## src/rtl/decm.sv

```systemverilog
// decm: RV32I decode stage. Takes an instruction and its PC from fetch,
// reads rs1/rs2 combinationally and registers an execute command bundle
// in a one-entry valid/ready pipeline register with branch flush.
// Optional feature macro: DECM_ILLEGAL_EN adds illegal_o, which flags
// instructions decoded as unsupported NOPs.
module decm (
    input  logic        clk_i,
    input  logic        rst_i,
    input  logic        input_valid_i,
    output logic        input_ready_o,
    input  logic [31:0] instr_i,
    input  logic [31:0] pc_i,
    output logic [4:0]  reg_raddr1_o,
    output logic [4:0]  reg_raddr2_o,
    input  logic [31:0] reg_rdata1_i,
    input  logic [31:0] reg_rdata2_i,
    input  logic        flush_i,
    input  logic        output_ready_i,
    output logic        output_valid_o,
`ifdef DECM_ILLEGAL_EN
    output logic        illegal_o,
`endif
    output logic [31:0] alu_operand1_o,
    output logic [31:0] alu_operand2_o,
    output logic [2:0]  alu_op_o,
    output logic        alu_sub_o,
    output logic        alu_shift_left_o,
    output logic        alu_signed_shift_o,
    output logic [2:0]  branch_cond_o,
    output logic [19:0] branch_offset_o,
    output logic        result_write_o,
    output logic [4:0]  result_addr_o
);

    localparam logic [6:0] OPC_LUI    = 7'b0110111;
    localparam logic [6:0] OPC_AUIPC  = 7'b0010111;
    localparam logic [6:0] OPC_JAL    = 7'b1101111;
    localparam logic [6:0] OPC_BRANCH = 7'b1100011;
    localparam logic [6:0] OPC_OPIMM  = 7'b0010011;
    localparam logic [6:0] OPC_OP     = 7'b0110011;

    localparam logic [2:0] COND_NONE = 3'b000;
    localparam logic [2:0] COND_JAL  = 3'b001;
    localparam logic [2:0] COND_BEQ  = 3'b010;
    localparam logic [2:0] COND_BNE  = 3'b011;

    typedef struct packed {
        logic [31:0] op1;
        logic [31:0] op2;
        logic [2:0]  alu_op;
        logic        sub;
        logic        shl;
        logic        sra;
        logic [2:0]  cond;
        logic [19:0] offset;
        logic        wr;
        logic [4:0]  rd;
`ifdef DECM_ILLEGAL_EN
        logic        illegal;
`endif
    } cmd_t;

    logic [6:0]  opcode;
    logic [2:0]  funct3;
    logic [31:0] u_imm;
    logic [31:0] i_imm;
    logic [31:0] shamt;
    logic        rd_nz;
    logic        nop;
    cmd_t        dec;

    logic        valid_q, valid_d;
    cmd_t        cmd_q, cmd_d;
    logic        in_xfer, out_xfer;

    assign opcode = instr_i[6:0];
    assign funct3 = instr_i[14:12];
    assign u_imm  = {instr_i[31:12], 12'b0};
    assign i_imm  = {{20{instr_i[31]}}, instr_i[31:20]};
    assign shamt  = {27'b0, instr_i[24:20]};
    assign rd_nz  = (instr_i[11:7] != 5'd0);

    assign reg_raddr1_o = instr_i[19:15];
    assign reg_raddr2_o = instr_i[24:20];

    assign input_ready_o = !valid_q || output_ready_i;
    assign in_xfer       = input_valid_i && input_ready_o;
    assign out_xfer      = valid_q && output_ready_i;

    // Instruction decode into a command bundle; unsupported encodings collapse to a NOP
    always_comb begin
        dec    = '0;
        nop    = 1'b0;
        dec.rd = instr_i[11:7];
        case (opcode)
            OPC_LUI: begin
                dec.op2 = u_imm;
                dec.wr  = rd_nz;
            end
            OPC_AUIPC: begin
                dec.op1 = pc_i;
                dec.op2 = u_imm;
                dec.wr  = rd_nz;
            end
            OPC_JAL: begin
                dec.op1    = pc_i;
                dec.op2    = 32'd4;
                dec.cond   = COND_JAL;
                dec.offset = {instr_i[31], instr_i[19:12], instr_i[20], instr_i[30:21]};
                dec.wr     = rd_nz;
            end
            OPC_BRANCH: begin
                dec.op1    = reg_rdata1_i;
                dec.op2    = reg_rdata2_i;
                dec.sub    = 1'b1;
                dec.offset = {{8{instr_i[31]}}, instr_i[31], instr_i[7],
                              instr_i[30:25], instr_i[11:8]};
                case (funct3)
                    3'b000:         dec.cond = COND_BEQ;
                    3'b001:         dec.cond = COND_BNE;
                    3'b010, 3'b011: nop = 1'b1;
                    // 100..111 map one-to-one onto BLT, BGE, BLTU, BGEU
                    default:        dec.cond = funct3;
                endcase
            end
            OPC_OPIMM: begin
                dec.op1    = reg_rdata1_i;
                dec.op2    = i_imm;
                dec.alu_op = funct3;
                dec.wr     = rd_nz;
                if (funct3 == 3'b001) begin
                    dec.shl = 1'b1;
                    dec.op2 = shamt;
                end
                if (funct3 == 3'b101) begin
                    dec.sra = instr_i[30];
                    dec.op2 = shamt;
                end
            end
            OPC_OP: begin
                dec.op1    = reg_rdata1_i;
                dec.op2    = reg_rdata2_i;
                dec.alu_op = funct3;
                dec.wr     = rd_nz;
                dec.sub    = (funct3 == 3'b000) && instr_i[30];
                dec.shl    = (funct3 == 3'b001);
                dec.sra    = (funct3 == 3'b101) && instr_i[30];
            end
            default: nop = 1'b1;
        endcase
        if (nop) begin
            dec    = '0;
            dec.rd = instr_i[11:7];
`ifdef DECM_ILLEGAL_EN
            dec.illegal = 1'b1;
`endif
        end
    end

    // Pipeline register next state: flush beats a new transfer, which beats drain
    always_comb begin
        valid_d = valid_q;
        cmd_d   = cmd_q;
        if (flush_i) begin
            valid_d = 1'b0;
        end else if (in_xfer) begin
            valid_d = 1'b1;
            cmd_d   = dec;
        end else if (out_xfer) begin
            valid_d = 1'b0;
        end
    end

    // State register with synchronous reset
    always_ff @(posedge clk_i) begin
        if (rst_i) begin
            valid_q <= 1'b0;
            cmd_q   <= '0;
        end else begin
            valid_q <= valid_d;
            cmd_q   <= cmd_d;
        end
    end

    assign output_valid_o     = valid_q;
    assign alu_operand1_o     = cmd_q.op1;
    assign alu_operand2_o     = cmd_q.op2;
    assign alu_op_o           = cmd_q.alu_op;
    assign alu_sub_o          = cmd_q.sub;
    assign alu_shift_left_o   = cmd_q.shl;
    assign alu_signed_shift_o = cmd_q.sra;
    assign branch_cond_o      = cmd_q.cond;
    assign branch_offset_o    = cmd_q.offset;
    assign result_write_o     = cmd_q.wr;
    assign result_addr_o      = cmd_q.rd;
`ifdef DECM_ILLEGAL_EN
    assign illegal_o          = cmd_q.illegal;
`endif

endmodule

```

## config.mk

```make
export PLATFORM = sky130hd
export DESIGN_NAME = decm
export DESIGN_NICKNAME = d
export VERILOG_FILES = /design/src/rtl/decm.sv
export SDC_FILE = /design/constraint.sdc
export NUM_CORES = 1
export LEC_CHECK = 0
export CORE_UTILIZATION = 43
export CTS_CLUSTER_DIAMETER = 100
export DETAILED_ROUTE_END_ITERATION = 6
export PLACE_DENSITY = 0.86
export SETUP_SLACK_MARGIN = 0.05
export SLEW_MARGIN = 10
export SYNTH_ARGS = -nofsm -noshare
export SYNTH_HDL_FRONTEND = slang
export SYNTH_SLANG_ARGS = --single-unit
export TNS_END_PERCENT = 10
```

## constraint.sdc

```tcl
create_clock -name clk_i -period 2.4 [get_ports clk_i]
set_input_delay 0.24 -clock clk_i [delete_from_list [all_inputs] [get_ports clk_i]]
set_output_delay 0.24 -clock clk_i [all_outputs]
set_load 0.01 [all_outputs]
```

==> flow_metrics.env <==
export IMPL_vias_per_cell=5.76
export IMPL_die_height_um=106
export IMPL_rsz0062_at_grt="no"
export IMPL_dp_cells=819
export IMPL_synth_simple_gate_area_share_pct=12.0
export IMPL_hold_class="flip-flop to flip-flop"
export IMPL_cp_end_kind="flip-flop"
export IMPL_drive_gt1_share_pct=10.0
export IMPL_clock_root_buffer="clkbuf_8"
export IMPL_synth_nets=612
export IMPL_drt_wirelength_per_cell_um=19.8
export IMPL_regToRegSetupSlack_ns=0.32
export IMPL_synth_compound_area_share_pct=36.4
export IMPL_io_pins=244
export IMPL_finalSetupViolCount=0
export IMPL_nNetsFinal=828
export IMPL_yosys_most_used_dff="dfxtp_1"
export IMPL_drt_iter0_markers=231
export IMPL_clockBufferDepth=2
export IMPL_grt_usage_pct=28.9
export IMPL_placed_area_mm2=0.00715
export IMPL_cp_startpoint="output_valid_o"
export IMPL_gr_total_overflow=0
export IMPL_netlist_top_cells_area="dfxtp_1 43%, a22oi_1 9.4%, o2bb2ai_1 9.0%"
export IMPL_power_w=0.00335
export IMPL_path_buf_inv=1
export IMPL_final_cell_mix="243 x clkdlybuf4s50_1, 100 x dfxtp_1, 58 x a22oi_1"
export IMPL_fp_dieW_um=106
export IMPL_mostFrequentLayoutCell="clkdlybuf4s50_1"
export IMPL_p_per_area_mw_per_mm2=455
export IMPL_synth_fa_ha_area_share_pct=0.269
export IMPL_synth_edf_count=0
export IMPL_drc=0
export IMPL_synth_top_area_share_pct=43.0
export IMPL_critPathLaunchType="flip-flop"
export IMPL_drt_pre_antenna_iters=5
export IMPL_synth_area_mux_share_pct=0.861
export IMPL_antenna_found_initial=0
export IMPL_crit_reg2reg_launch="output_valid_o"
export IMPL_grt_pass1_vias=4941
export IMPL_io_buffers=243
export IMPL_htreeDepth=3
export IMPL_crit_cells=5
export IMPL_reg2reg_depth=5
export IMPL_path_max_fanout=46
export IMPL_clock_skew_ns=0.00758
export IMPL_maxSlewHeadroom_pct=19.3
export IMPL_post_cts_buffers=0
export IMPL_dp_hpwl_mm=12.3
export IMPL_synth_top_family_by_area="compound AO/OA/AOI/OAI gates"
export IMPL_synth_xor_area_share_pct=0.188
export IMPL_clock_sink_count=100
export IMPL_max_freq_mhz=482
export IMPL_hold_viol=0
export IMPL_tightest_slew_ns=1.21
export IMPL_path_clk_slew_ns=0.10
export IMPL_yosysSeqAreaShare_pct=43.0
export IMPL_power_leakage_nw=2.46
export IMPL_clk_latency_ns=0.35
export IMPL_synth_largest_area_cell="dfxtp_1"
export IMPL_setup_tns_ns=0
export IMPL_grt_pass1_wl_mm=25.6
export IMPL_ys_async_sr_fraction_pct=0
export IMPL_yosys_warnings=0
export IMPL_status="finished, final reports clean"
export IMPL_worstSetupEndpoint="alu_operand1_o[7]"
export IMPL_rows=37
export IMPL_critPathMaxStageDelay_ns=0.90
export IMPL_ys_ff_latch=100
export IMPL_die_area_mm2=0.0112
export IMPL_rr_endpoint="alu_operand1_o[7]"
export IMPL_syn_to_final_growth_pct=58.3
export IMPL_via_count=4807
export IMPL_fp_coreArea_mm2=0.0104
export IMPL_antenna_left=0
export IMPL_postSynthCellCount=478
export IMPL_wl_mm=16.5
export IMPL_cp_slowest_cell="nor2_4"
export IMPL_routabilityCongestion=0.859
export IMPL_cp_required_ns=2.68
export IMPL_start_util_pct=44.7
export IMPL_cp_cell_sequence="nor2b_1 -> nor3_2 -> nor2_4 -> buf_12 -> o2bb2ai_1"
export IMPL_n_antenna_cell=0
export IMPL_critPathKind="flip-flop to flip-flop"
export IMPL_synth_cell_types=53
export IMPL_slew_viol_final=0
export IMPL_final_cells=834
export IMPL_ir_drop_uv=300
export IMPL_grt_max_degree=69
export IMPL_fin_area_mm2=0.00736
export IMPL_cts_buffers=9
export IMPL_finalCritPeriodShare_pct=86.5
export IMPL_period_minus_slack_ns=2.08
export IMPL_cts_tree="yes"
export IMPL_cts_resized_gates=0
export IMPL_maxCapViolations=0
export IMPL_cp_arrival_ns=2.36
export IMPL_cp_top_family="simple AND/OR/NAND/NOR gates"
export IMPL_avgSynthCellArea_um2=9.73
export IMPL_synth_area_mm2=0.00465
export IMPL_ctsHoldBuffers=0
==> cells by family (layout without fill, tap and decap cells) <==
family	count (synthesis)	count (layout)
buf+inv	62	282
xor+xnor	1	1
compound gates	209	209
mux	4	4
fa+ha+maj	1	1
flops	100	100
simple gates	101	101
==> synth_stat cells, types with 4 or more instances <==
| library cell | n |
|---|---|
| a32o_1 | 4 |
| mux2i_1 | 4 |
| nand2_1 | 50 |
| clkbuf_1 | 19 |
| dfxtp_1 | 100 |
| a21oi_1 | 31 |
| buf_4 | 15 |
| nand3_1 | 7 |
| a22oi_1 | 58 |
| buf_2 | 20 |
| a22o_1 | 10 |
| o21ai_0 | 24 |
| nor2_1 | 4 |
| nand4_1 | 9 |
| o2bb2ai_1 | 48 |
| o2bb2ai_2 | 20 |
==> metal layers <==
| metal | track usage [%] | vias to the layer above | wire [µm] |
|---|---|---|---|
| met5 | 0 | - | 0 |
| met3 | 8.77 | 44 | 1510 |
| met2 | 50.4 | 244 | 8040 |
| li1 | - | 2250 | - |
| met1 | 33.0 | 2269 | 6440 |
| met4 | 11.7 | 0 | 552 |
==> worst register-to-register path: cells and delay by family (launching register included) <==
family	cells	cell delay, ns
buffers and inverters	1	0.32
AOI/OAI and AO/OA	1	0.16
DFF	1	0.34
and+or+nand+nor	3	1.18
==> final cells by class <==
class / instances / area [µm²]
multi-input cells: 316 / 2330
well taps: 136 / 170
clock buffers: 9 / 124
repair buffers: 264 / 2640
flip-flops and latches: 100 / 2000
clock inverters: 6 / 87.6
fillers: 840 / 3050
inverters: 3 / 11.3
==> worst min-delay path by stage <==
| stage | start | endpoint | slack [ns] | depth (start not counted) |
|---|---|---|---|---|
| after floorplan | instr_i[7] | result_addr_o[0] | 0.38 | 2 |
| after global placement | branch_offset_o[9] | branch_offset_o[9] | 0.44 | 2 |
| after detailed placement | alu_operand1_o[31] | alu_operand1_o[31] | 0.45 | 1 |
| after CTS | alu_signed_shift_o | alu_signed_shift_o | 0.46 | 2 |
| after global routing | branch_offset_o[6] | branch_offset_o[6] | 0.47 | 2 |
| final | alu_op_o[2] | alu_op_o[2] | 0.46 | 2 |
==> power breakdown <==
group / total, W / internal, W / leakage (nW) / switching [W]
clock network: 0.00118 / 0.000587 / 0.110 / 0.000597
logic: 0.000499 / 0.000280 / 1.54 / 0.000220
registers: 0.00167 / 0.00166 / 0.806 / 0.00000270
==> through the flow <==
step / hold WS (ns) / worst slack [ns] / utilization [%]
floorplan: 0.376 / 0.796 / -
global placement: 0.444 / 0.122 / 68.7
detailed placement: 0.447 / 0.0151 / 68.7
CTS: 0.460 / 0.341 / 70.7
global route: 0.473 / 0.217 / 70.7
finish: 0.458 / 0.323 / 70.7
==> sequential cells by signal (all words and copies together) (netlist names) <==
register            flops
alu_op_o                3
alu_operand1_o         32
alu_operand2_o         32
alu_shift_left_o        1
alu_signed_shift_o      1
alu_sub_o               1
branch_cond_o           3
branch_offset_o        20
output_valid_o          1
result_addr_o           5
result_write_o          1
Note: power is estimated with default switching activity, not from simulation.
